## config.mk

```make
export PLATFORM = sky130hd
export DESIGN_NAME = stp_fsm_3
export DESIGN_NICKNAME = d
export VERILOG_FILES = /design/src/rtl/stp_fsm_3_pkg.sv /design/src/rtl/stp_fsm_3.sv
export SDC_FILE = /design/constraint.sdc
export NUM_CORES = 1
export LEC_CHECK = 0
export ABC_AREA = 1
export CORE_MARGIN = 1
export CORE_UTILIZATION = 38
export CTS_BUF_LIST = sky130_fd_sc_hd__clkbuf_4
export DETAILED_ROUTE_END_ITERATION = 10
export GPL_TIMING_DRIVEN = 0
export PLACE_DENSITY = 0.7
export SLEW_MARGIN = 20
export SYNTH_ARGS = -nofsm -noshare
export SYNTH_HDL_FRONTEND = slang
export SYNTH_SLANG_ARGS = --single-unit
```

## constraint.sdc

```tcl
create_clock -name clk -period 2.6 [get_ports clk]
set_clock_uncertainty 0.1 [all_clocks]
set_input_delay 0.52 -clock clk [delete_from_list [all_inputs] [get_ports clk]]
set_output_delay 0.52 -clock clk [all_outputs]
set_load 0.01 [all_outputs]
```

## src/rtl/stp_fsm_3_pkg.sv

```systemverilog
`default_nettype none
// ============================================================================
// Module      : stp_fsm_3_pkg
// Description : Shared constants for the store-polynomial engine: state
//               encodings, coefficient-store geometry, status codes and a
//               ceiling-log2 helper for sizing buffer addresses.
// Ports       : none (package)
// Revision    : 1.0  initial release
// ============================================================================
package stp_fsm_3_pkg;

  // State encodings (3-bit)
  localparam logic [2:0] c_ST_IDLE  = 3'd0;
  localparam logic [2:0] c_ST_CHECK = 3'd1;
  localparam logic [2:0] c_ST_READ  = 3'd2;
  localparam logic [2:0] c_ST_WRITE = 3'd3;
  localparam logic [2:0] c_ST_ERROR = 3'd4;
  localparam logic [2:0] c_ST_END   = 3'd5;

  // Coefficient store geometry: 8 slots of up to 11 coefficients each
  localparam logic [4:0] c_MAX_DEGREE  = 5'd10;
  localparam logic [7:0] c_SLOT_STRIDE = 8'd11;

  // Status word values
  localparam logic [31:0] c_STATUS_OK    = 32'h0000_0000;
  localparam logic [31:0] c_STATUS_BAD_N = 32'h0000_0002;
  localparam logic [31:0] c_STATUS_IDLE  = 32'hFFFF_FFFF;

  // Ceiling log2; returns 0 for values of 0 or 1
  function automatic int clog2_fn(input int value);
    int result;
    int v;
    result = 0;
    v      = value - 1;
    while (v > 0) begin
      result = result + 1;
      v      = v >>> 1;
    end
    return result;
  endfunction

endpackage
`default_nettype wire

```

## src/rtl/stp_fsm_3.sv

```systemverilog
`default_nettype none
// ============================================================================
// Module      : stp_fsm_3
// Description : Store-polynomial engine. On start_stp it copies N+1 16-bit
//               coefficients from the data buffer into S memory at slot A
//               (address A*11+i), then writes the degree N into N memory at
//               address A and pulses done_stp.
// Ports       :
//   clk                  in   clock, rising edge
//   rst                  in   asynchronous active-low reset
//   rst_instr            in   synchronous active-low instruction abort
//   start_stp            in   start request, honoured only in IDLE
//   A / N                in   slot (0..7) / degree (legal 0..10)
//   rd_addr_data         in   buffer address of the first coefficient
//   data_in              in   buffer read data, valid 1 cycle after en_rd_data
//   en_rd_data           out  buffer read enable
//   rd_addr_data_updated out  buffer read address / next unread address
//   en_wr_S/wr_addr_S/wr_data_S  out  S memory write port
//   en_wr_N/wr_addr_N/wr_data_N  out  N memory write port
//   done_stp             out  one-cycle completion pulse
//   status               out  0 ok, 2 bad degree, all-ones idle/never run
// Revision    : 1.0  initial release
// ============================================================================
module stp_fsm_3
  import stp_fsm_3_pkg::*;
#(
  parameter  int BUFFER_SIZE = 1024,
  localparam int AW          = clog2_fn(BUFFER_SIZE)
) (
  input  logic          clk,
  input  logic          rst,
  input  logic          rst_instr,
  input  logic          start_stp,
  input  logic [2:0]    A,
  input  logic [4:0]    N,
  input  logic [AW-1:0] rd_addr_data,
  input  logic [15:0]   data_in,
  output logic          en_rd_data,
  output logic [AW-1:0] rd_addr_data_updated,
  output logic          en_wr_S,
  output logic [7:0]    wr_addr_S,
  output logic [15:0]   wr_data_S,
  output logic          en_wr_N,
  output logic [2:0]    wr_addr_N,
  output logic [4:0]    wr_data_N,
  output logic          done_stp,
  output logic [31:0]   status
);

  localparam logic [AW:0] c_BUF_SIZE = (AW+1)'(BUFFER_SIZE);

  // Buffer address arithmetic wraps modulo BUFFER_SIZE (need not be a power of two)
  function automatic logic [AW-1:0] wrap_add(input logic [AW-1:0] base, input logic [4:0] off);
    logic [AW:0] sum;
    sum = {1'b0, base} + (AW+1)'(off);
    if (sum >= c_BUF_SIZE) sum = sum - c_BUF_SIZE;
    return sum[AW-1:0];
  endfunction

  // Control state
  logic [2:0]    state_q, state_d;
  logic [3:0]    i_q, i_d;
  logic [2:0]    a_q, a_d;
  logic [4:0]    n_q, n_d;
  logic [AW-1:0] base_q, base_d;
  logic [7:0]    slot_q, slot_d;

  // Registered outputs
  logic          en_rd_q, en_rd_d;
  logic [AW-1:0] rd_addr_q, rd_addr_d;
  logic          en_wr_s_q, en_wr_s_d;
  logic [7:0]    wr_addr_s_q, wr_addr_s_d;
  logic          en_wr_n_q, en_wr_n_d;
  logic [2:0]    wr_addr_n_q, wr_addr_n_d;
  logic [4:0]    wr_data_n_q, wr_data_n_d;
  logic          done_q, done_d;
  logic [31:0]   status_q, status_d;

  // --------------------------------------------------------------------------
  // State / output registers
  // --------------------------------------------------------------------------
  always_ff @(posedge clk or negedge rst) begin
    if (!rst) begin
      state_q     <= c_ST_IDLE;
      i_q         <= '0;
      a_q         <= '0;
      n_q         <= '0;
      base_q      <= '0;
      slot_q      <= '0;
      en_rd_q     <= 1'b0;
      rd_addr_q   <= '0;
      en_wr_s_q   <= 1'b0;
      wr_addr_s_q <= '0;
      en_wr_n_q   <= 1'b0;
      wr_addr_n_q <= '0;
      wr_data_n_q <= '0;
      done_q      <= 1'b0;
      status_q    <= c_STATUS_IDLE;
    end else begin
      state_q     <= state_d;
      i_q         <= i_d;
      a_q         <= a_d;
      n_q         <= n_d;
      base_q      <= base_d;
      slot_q      <= slot_d;
      en_rd_q     <= en_rd_d;
      rd_addr_q   <= rd_addr_d;
      en_wr_s_q   <= en_wr_s_d;
      wr_addr_s_q <= wr_addr_s_d;
      en_wr_n_q   <= en_wr_n_d;
      wr_addr_n_q <= wr_addr_n_d;
      wr_data_n_q <= wr_data_n_d;
      done_q      <= done_d;
      status_q    <= status_d;
    end
  end

  // --------------------------------------------------------------------------
  // Next-state logic
  // --------------------------------------------------------------------------
  always_comb begin
    state_d = state_q;
    i_d     = i_q;
    a_d     = a_q;
    n_d     = n_q;
    base_d  = base_q;
    slot_d  = slot_q;
    case (state_q)
      c_ST_IDLE: begin
        if (start_stp) begin
          state_d = c_ST_CHECK;
          a_d     = A;
          n_d     = N;
          base_d  = rd_addr_data;
          slot_d  = {5'b0, A} * c_SLOT_STRIDE;
        end
      end
      c_ST_CHECK: begin
        if (n_q > c_MAX_DEGREE) begin
          state_d = c_ST_ERROR;
        end else begin
          state_d = c_ST_READ;
          i_d     = '0;
        end
      end
      c_ST_READ:  state_d = c_ST_WRITE;
      c_ST_WRITE: begin
        if ({1'b0, i_q} == n_q) begin
          state_d = c_ST_END;
        end else begin
          state_d = c_ST_READ;
          i_d     = i_q + 4'd1;
        end
      end
      c_ST_ERROR: state_d = c_ST_END;
      c_ST_END:   state_d = c_ST_IDLE;
      default:    state_d = c_ST_IDLE;
    endcase
    if (!rst_instr) begin
      state_d = c_ST_IDLE;
      i_d     = '0;
    end
  end

  // --------------------------------------------------------------------------
  // Output logic: outputs are decoded from the state being entered so they
  // are registered yet line up with that state's cycle.
  // --------------------------------------------------------------------------
  always_comb begin
    en_rd_d     = 1'b0;
    en_wr_s_d   = 1'b0;
    en_wr_n_d   = 1'b0;
    done_d      = 1'b0;
    rd_addr_d   = rd_addr_q;
    wr_addr_s_d = wr_addr_s_q;
    wr_addr_n_d = wr_addr_n_q;
    wr_data_n_d = wr_data_n_q;
    status_d    = status_q;
    case (state_d)
      c_ST_READ: begin
        en_rd_d   = 1'b1;
        rd_addr_d = wrap_add(base_q, {1'b0, i_d});
      end
      c_ST_WRITE: begin
        en_wr_s_d   = 1'b1;
        wr_addr_s_d = slot_q + {4'b0, i_d};
      end
      c_ST_END: begin
        done_d = 1'b1;
        if (state_q == c_ST_ERROR) begin
          status_d = c_STATUS_BAD_N;
        end else begin
          en_wr_n_d   = 1'b1;
          wr_addr_n_d = a_q;
          wr_data_n_d = n_q;
          status_d    = c_STATUS_OK;
          // Leave the pointer at the first unread buffer word
          rd_addr_d   = wrap_add(base_q, n_q + 5'd1);
        end
      end
      default: ;
    endcase
    if (!rst_instr) begin
      en_rd_d     = 1'b0;
      en_wr_s_d   = 1'b0;
      en_wr_n_d   = 1'b0;
      done_d      = 1'b0;
      rd_addr_d   = '0;
      wr_addr_s_d = '0;
      wr_addr_n_d = '0;
      wr_data_n_d = '0;
      status_d    = c_STATUS_IDLE;
    end
  end

  assign en_rd_data           = en_rd_q;
  assign rd_addr_data_updated = rd_addr_q;
  assign en_wr_S              = en_wr_s_q;
  assign wr_addr_S            = wr_addr_s_q;
  // Buffer data arrives during the WRITE cycle, so it is forwarded straight
  // to the S port rather than registered a second time.
  assign wr_data_S            = en_wr_s_q ? data_in : 16'h0000;
  assign en_wr_N              = en_wr_n_q;
  assign wr_addr_N            = wr_addr_n_q;
  assign wr_data_N            = wr_data_n_q;
  assign done_stp             = done_q;
  assign status               = status_q;

endmodule
`default_nettype wire

```

# Word-level counts from Yosys, hierarchy flattened
# Index checks and enable logic that the tools add are counted.
[word_totals]
reg_bits = 94
input_bits = 38
romBits = 0
latch_bits = 0
mem_bits_rw = 0
n_memories = 0
[op_classes]
n_eq_ne = 13
shift = 0
reduce_logical = 4
div = 0
multipliers = 1
addsub = 7
n_bitwise = 0
n_lt_le_gt_ge = 3
mux = 35
[op_table]
columns = ["cell", "n"]
rows = [
  ["$mux 32", 2],
  ["$mux 10", 4],
  ["$ge 11x11->1 const B", 2],
  ["$mux 3", 7],
  ["$pmux 10 s2", 1],
  ["$sub 10x1->10 const B", 2],
  ["$mux 16", 1],
  ["$mux 8", 2],
  ["$mux 5", 3],
  ["$pmux 3 s5", 1],
  ["$eq 3x2->1 const B", 4],
  ["$mux 4", 3],
  ["$add 10x4->11", 1],
  ["$add 10x5->11", 1],
  ["$mux 1", 9],
  ["$add 7x4->8", 1],
  ["$pmux 4 s2", 1],
  ["$mul 3x4->7 const B", 1],
  ["$eq 3x3->1 const B", 2],
  ["$reduce_and 2->1", 3],
  ["$add 5x1->5 const B", 1],
  ["$eq 4x5->1", 1],
  ["$gt 5x4->1 const B", 1],
  ["$add 4x1->4 const B", 1],
  ["other kinds (7)", 8],
]

# Longest topological paths before layout
[logic_depth]
depth_word = 9
ltp_mapped = 26
depth_no_buf = 26

# Worst setup path before layout
# Ideal clock, no wire load.
[synth_timing]
path_type = "in2reg"
startpoint = "in rst_instr"
endpoint = "reg wr_addr_s_q[6], in the netlist wr_addr_S[6]"
path_stages = 15
setup_ns = 0.065
arrival_ns = 2.756
setup_slack_ns = -0.321
path_buffers = 2
required_time_ns = 2.435
path_cell_list = "clkbuf_1 -> clkbuf_1 -> o21ai_0 -> a21oi_1 -> ha_1 -> inv_1 -> fa_1 -> nor2_1 -> nor2_1 -> o21bai_1 -> nand2_1 -> nor2_1 -> xor2_1 -> nand2_1 -> nand2_1"
[synth_between]
elab_chain_len = 4
word_cells_on_any_way = 7
cone_classes = "add/sub: 1; eq/ne: 2; mux: 4"
[synth_lines]
columns = ["item", "line", "text"]
rows = [
  ["start, declared", "stp_fsm_3.sv:32", "input logic rst_instr,"],
  ["$mux 4", "stp_fsm_3.sv:159", "if (!rst_instr) begin"],
  ["named net i_d[0]", "stp_fsm_3.sv:62", "logic [3:0] i_q, i_d;"],
  ["$add 7x4->8", "stp_fsm_3.sv:186", "wr_addr_s_d = slot_q + {4'b0, i_d};"],
  ["$mux 8", "stp_fsm_3.sv:179", "case (state_d)"],
  ["$mux 8", "stp_fsm_3.sv:203", "if (!rst_instr) begin"],
  ["end signal, assigned", "stp_fsm_3.sv:109", "wr_addr_s_q <= wr_addr_s_d;"],
  ["end, declared", "stp_fsm_3.sv:72", "logic [7:0] wr_addr_s_q, wr_addr_s_d;"],
]
# The timed path passes the listed nets, and every way through them passes these cells. The select of a mux whose other input is x is not followed.
# A chain may end at the register's enable or synchronous reset.

# Worst setup path in the final report
[layout_timing]
startpoint = "reg n_q[1]"
endpoint = "reg rd_addr_q[5], in the netlist rd_addr_data_updated[5]"
[layout_between]
word_cells_on_any_way = 27
cone_classes = "add/sub: 5; order compare: 3; eq/ne: 5; mux: 13; reduce/logical: 1"
[layout_lines]
columns = ["item", "line", "text"]
rows = [
  ["start, declared", "stp_fsm_3.sv:64", "logic [4:0] n_q, n_d;"],
  ["start signal, assigned", "stp_fsm_3.sv:103", "n_q <= n_d;"],
  ["$gt 5x4->1 or $eq 4x5->1 (tied branches)", "stp_fsm_3.sv:139, stp_fsm_3.sv:148", ""],
  ["$mux 3, on equally long branches", "stp_fsm_3.sv:139, stp_fsm_3.sv:148", ""],
  ["$pmux 3 s5 (*)", "stp_fsm_3.sv:128", "case (state_q)"],
  ["$mux 3 (*)", "stp_fsm_3.sv:159", ""],
  ["named net state_d[2]", "stp_fsm_3.sv:61", "logic [2:0] state_q, state_d;"],
  ["$eq 3x3->1 or $eq 3x2->1 (tied branches)", "stp_fsm_3.sv:179", ""],
  ["$pmux 10 s2 (tied with other cells)", "stp_fsm_3.sv:179", ""],
  ["$mux 10 or $reduce_and 2->1 (tied branches)", "n/a", ""],
  ["end signal, assigned", "stp_fsm_3.sv:107", "rd_addr_q <= rd_addr_d;"],
  ["end, declared", "stp_fsm_3.sv:70", "logic [AW-1:0] rd_addr_q, rd_addr_d;"],
]
# The timed path passes the listed nets; every way through them passes the cells marked *. The select of a mux whose other input is x is not followed.

==> impl_metrics.py <==
metrics = {
    "status": {
        "status": "finished with violations",
        "violated_checks": "setup timing",
    },
    "floorplan": {
        "placeableCoreArea_mm2": 0.00942,
        "floorplan.die.width_um": 101,
        "rows": 35,
        "pin_count": 116,
        "fp.dieH_um": 101,
        "design.die.area_mm2": 0.0103,
        "start_util_pct": 39.8,
    },
    "synthesis": {
        "post-synth-top-area-cell": "dfrtp_1",
        "dominantRegCellSynth": "dfrtp_1",
        "yosysWarningCount": 0,
        "postSynth.asyncResetShare_pct": 100,
        "synth.lib_cells_used.distinct": 33,
        "synth.cell_area_mm2": 0.00375,
        "number_of_flops_mapped_to_enable_cells_by_yosys": 0,
        "syn-num-nets": 541,
        "synth.top_cell.area_share_pct": 40.7,
        "ys_seq_area_share_pct": 42.2,
        "synth_area_leaders": "dfrtp_1 41%, nand2_1 17%, ha_1 6.3%",
        "synth_seq_cells": 63,
        "syn-instance-count": 481,
        "syn-mean-instance-area_um2": 7.79,
    },
    "power": {
        "cellPowerDensity_mw_per_mm2": 848,
        "post-layout-total-power_mw": 5.19,
        "power.leakage_nw": 3.08,
        "ir_drop_mv": 0.343,
    },
    "min_path": {
        "worstHoldPathType": "flop to flop",
    },
    "placed_design": {
        "gp_routability_congestion": 0.853,
        "place.detailed.hpwl_um": 7260,
        "port-buffer-count": 114,
        "preCtsSetupSlack_ns": -0.974,
    },
    "sta": {
        "holdWs_ns": 0.388,
        "worst-slew-pin-transition_ns": 0.554,
        "rsz0062_at_grt": "yes",
        "timing.final.setup_violations": 21,
        "slew_viol_final": 0,
        "final-hold-violation-count": 0,
        "period_share_pct": 119,
        "finalSetupTns_ns": -5.89,
        "min_cycle_time_layout_ns": 3.09,
        "relSlewSlack_pct": 63.1,
        "post_layout_worst_setup_margin_ns": -0.488,
        "max_freq_mhz": 324,
    },
    "drt": {
        "avgRoutedWirePerCell_um": 14.8,
        "detailroute.via_count": 3906,
        "drc_errors": 0,
        "first_pass_iteration_count_of_the_detailed_router": 4,
        "drt_iter0_drc": 241,
        "route.antenna.remaining_nets": 0,
        "viasPerCell": 4.91,
        "finalWirelength_um": 11800,
    },
    "worst_setup_path": {
        "slowest_stage": "dfrtp_2",
        "critical-path-top-cell-by-count": "nand2_2",
        "timing.critical_path.buf_inv": 4,
        "worstPathMaxFanout": 6,
        "worstSetupEndpointType": "flop",
        "cell_chain_critical_path": "ha_4, inv_2, nand2_2, nand2_2, nand2_2, nand2_2, nand2_2, nand3_2, nand2_2, inv_2, nand2_4, buf_4, nand2_1, nand2_2, ha_4, a21oi_4, o21ai_2, a21oi_2, buf_4, o21ai_1, a21oi_1, nand2_1, nand2_1",
        "timing.critical_path.required_ns": 2.87,
        "cp-start-kind": "flop",
        "crit_type": "flop to flop",
        "cp_data_arrival_time_ns": 3.36,
        "delay_contributed_by_the_slowest_stage_of_the_critical_path_ns": 0.48,
        "crit_family": "simple AND/OR/NAND/NOR gates",
    },
    "cts": {
        "worst_skew_pair_latency_ns": 0.42,
        "cts_inserted_buffers": 9,
        "cts_tree": "built",
        "maximum_buffer_depth_of_the_clock_tree": 2,
        "clock_sinks": 63,
        "cts-htree-levels": 3,
        "clock_slew_seen_by_the_registers_of_the_worst_setup_and_hold_paths_ns": 0.12,
        "clk_root_buffer_cell": "clkbuf_4",
    },
    "finish": {
        "synthToLayoutAreaGrowth_pct": 63.2,
        "multiInputGateArea_mm2": 0.00203,
        "final_core_util_pct": 64.9,
        "fraction_of_final_layout_cells_with_drive_strength_greater_than_1_pct": 30.6,
        "final_net_count": 722,
        "fillers": 770,
        "layout.area.seq_mm2": 0.00159,
        "antenna_cells": 0,
    },
    "grt": {
        "grtUsageTotal_pct": 22.7,
        "grt_max_degree": 38,
        "first_global_vias": 3835,
        "grt_pass1_wl_um": 18000,
        "number_of_antenna_violations_at_the_first_check_in_global_routing": 0,
        "global_route.overflow_total": 0,
    },
    "job": {
        "maxCapViolations": 0,
    },
}
[Yosys cell counts, drive strengths merged, types with 2 or more instances]
library cell / count
nand2: 173
dfrtp: 61
inv: 60
buf: 32
nor2: 30
nand3: 28
o21ai: 25
ha: 19
a21oi: 14
clkbuf: 8
xor2: 6
nand4: 5
fa: 3
xnor2: 3
dfstp: 2
o21a: 2
or2: 2
[routing by layer]
layer	track usage, %	vias up	wire length, µm
met5	0	-	0
met4	10.5	0	466
met3	5.18	41	753
met2	41.1	173	5990
met1	25.2	1863	4590
li1	-	1829	-
[repair_timing]
item,CTS,global route
hold endpoints to repair,24,0
setup buffers,47,17
resized for setup,79,29
pin swaps,43,46
hold buffers,1,0
endpoints found under the setup margin,55,61
[where the power goes]
group / internal (mW) / switching (mW) / total [mW]
clock: 0.496 / 0.385 / 0.882
combinational: 1.35 / 1.38 / 2.73
sequential: 1.29 / 0.284 / 1.57
total: 3.14 / 2.04 / 5.19
[sequential cells by signal, indices dropped and copies added (netlist names)]
register and flops:
slot_q 6, i_q 4, en_rd_data 1, wr_addr_S 8
en_wr_N 1, wr_addr_N 3, en_wr_S 1, base_q 10
a_q 3, n_q 5, state_q 3, wr_data_N 5
status 2, done_stp 1, rd_addr_data_updated 10
[cell type report]
| cell class | count | area share [%] |
|---|---|---|
| multi-input combinational | 317 | 33.2 |
| timing repair buffer | 171 | 26.9 |
| sequential | 63 | 26.0 |
| clock inverter | 6 | 1.78 |
| inverter | 61 | 3.79 |
| clock buffer | 10 | 1.23 |
| buffer | 39 | 4.52 |
| tap | 129 | 2.64 |
[metrics by stage]
stage               instances  cell area [µm²]
CTS                       784             5890
finish                    796             6110
global placement          724             5080
floorplan                 481             3780
detailed placement        725             5100
global route              796             6110
[final timing paths]
kind / start / endpoint / slack [ns] / depth (start not counted)
setup / recovery: n_q[1] / rd_addr_data_updated[5] / -0.49 / 23
hold / removal: a_q[1] / wr_addr_N[1] / 0.39 / 2
setup reg to reg: n_q[1] / rd_addr_data_updated[5] / -0.49 / 23
hold reg to reg: a_q[1] / wr_addr_N[1] / 0.39 / 2
max in group asynchronous: rst / i_q[0] / 1.41 / 3
min in group asynchronous: rst / n_q[2] / 0.44 / 2
[logic make-up (layout without fill, tap and decap cells)]
kind of cell,Yosys count,in the layout,synth area share (%)
compound gates,47,47,6.85
xor+xnor,9,9,2.10
fa+ha+maj,22,22,7.95
buf+inv,101,287,13.4
flops,63,63,42.2
simple gates,239,239,27.5
[worst min-delay path, delay by kind of cell, from the launching register on]
family	cells	cell delay [ns]
flops	1	0.36
simple gates	2	0.10
[cell usage in the layout (no fill, tap or decap), types with 2 or more instances in the layout]
master / n
nand3_2: 8
o21ai_1: 7
nand2_1: 149
o21a_1: 2
nand2_4: 4
nor2_1: 17
nor2_2: 5
bufinv_16: 3
buf_12: 2
nand2_2: 20
fa_2: 2
inv_1: 45
inv_2: 14
nand4_1: 4
xor2_1: 6
clkbuf_2: 2
clkbuf_4: 11
ha_1: 10
a21oi_1: 6
o21ai_2: 5
clkbuf_1: 4
nor2_4: 8
clkdlybuf4s50_1: 113
buf_4: 72
o21ai_0: 12
xnor2_2: 2
a21oi_4: 5
dfrtp_2: 3
nand3_1: 20
ha_4: 9
buf_6: 15
clkinv_2: 2
dfrtp_1: 58
a21oi_2: 3
No activity file was read; power rests on OpenSTA's default activity.
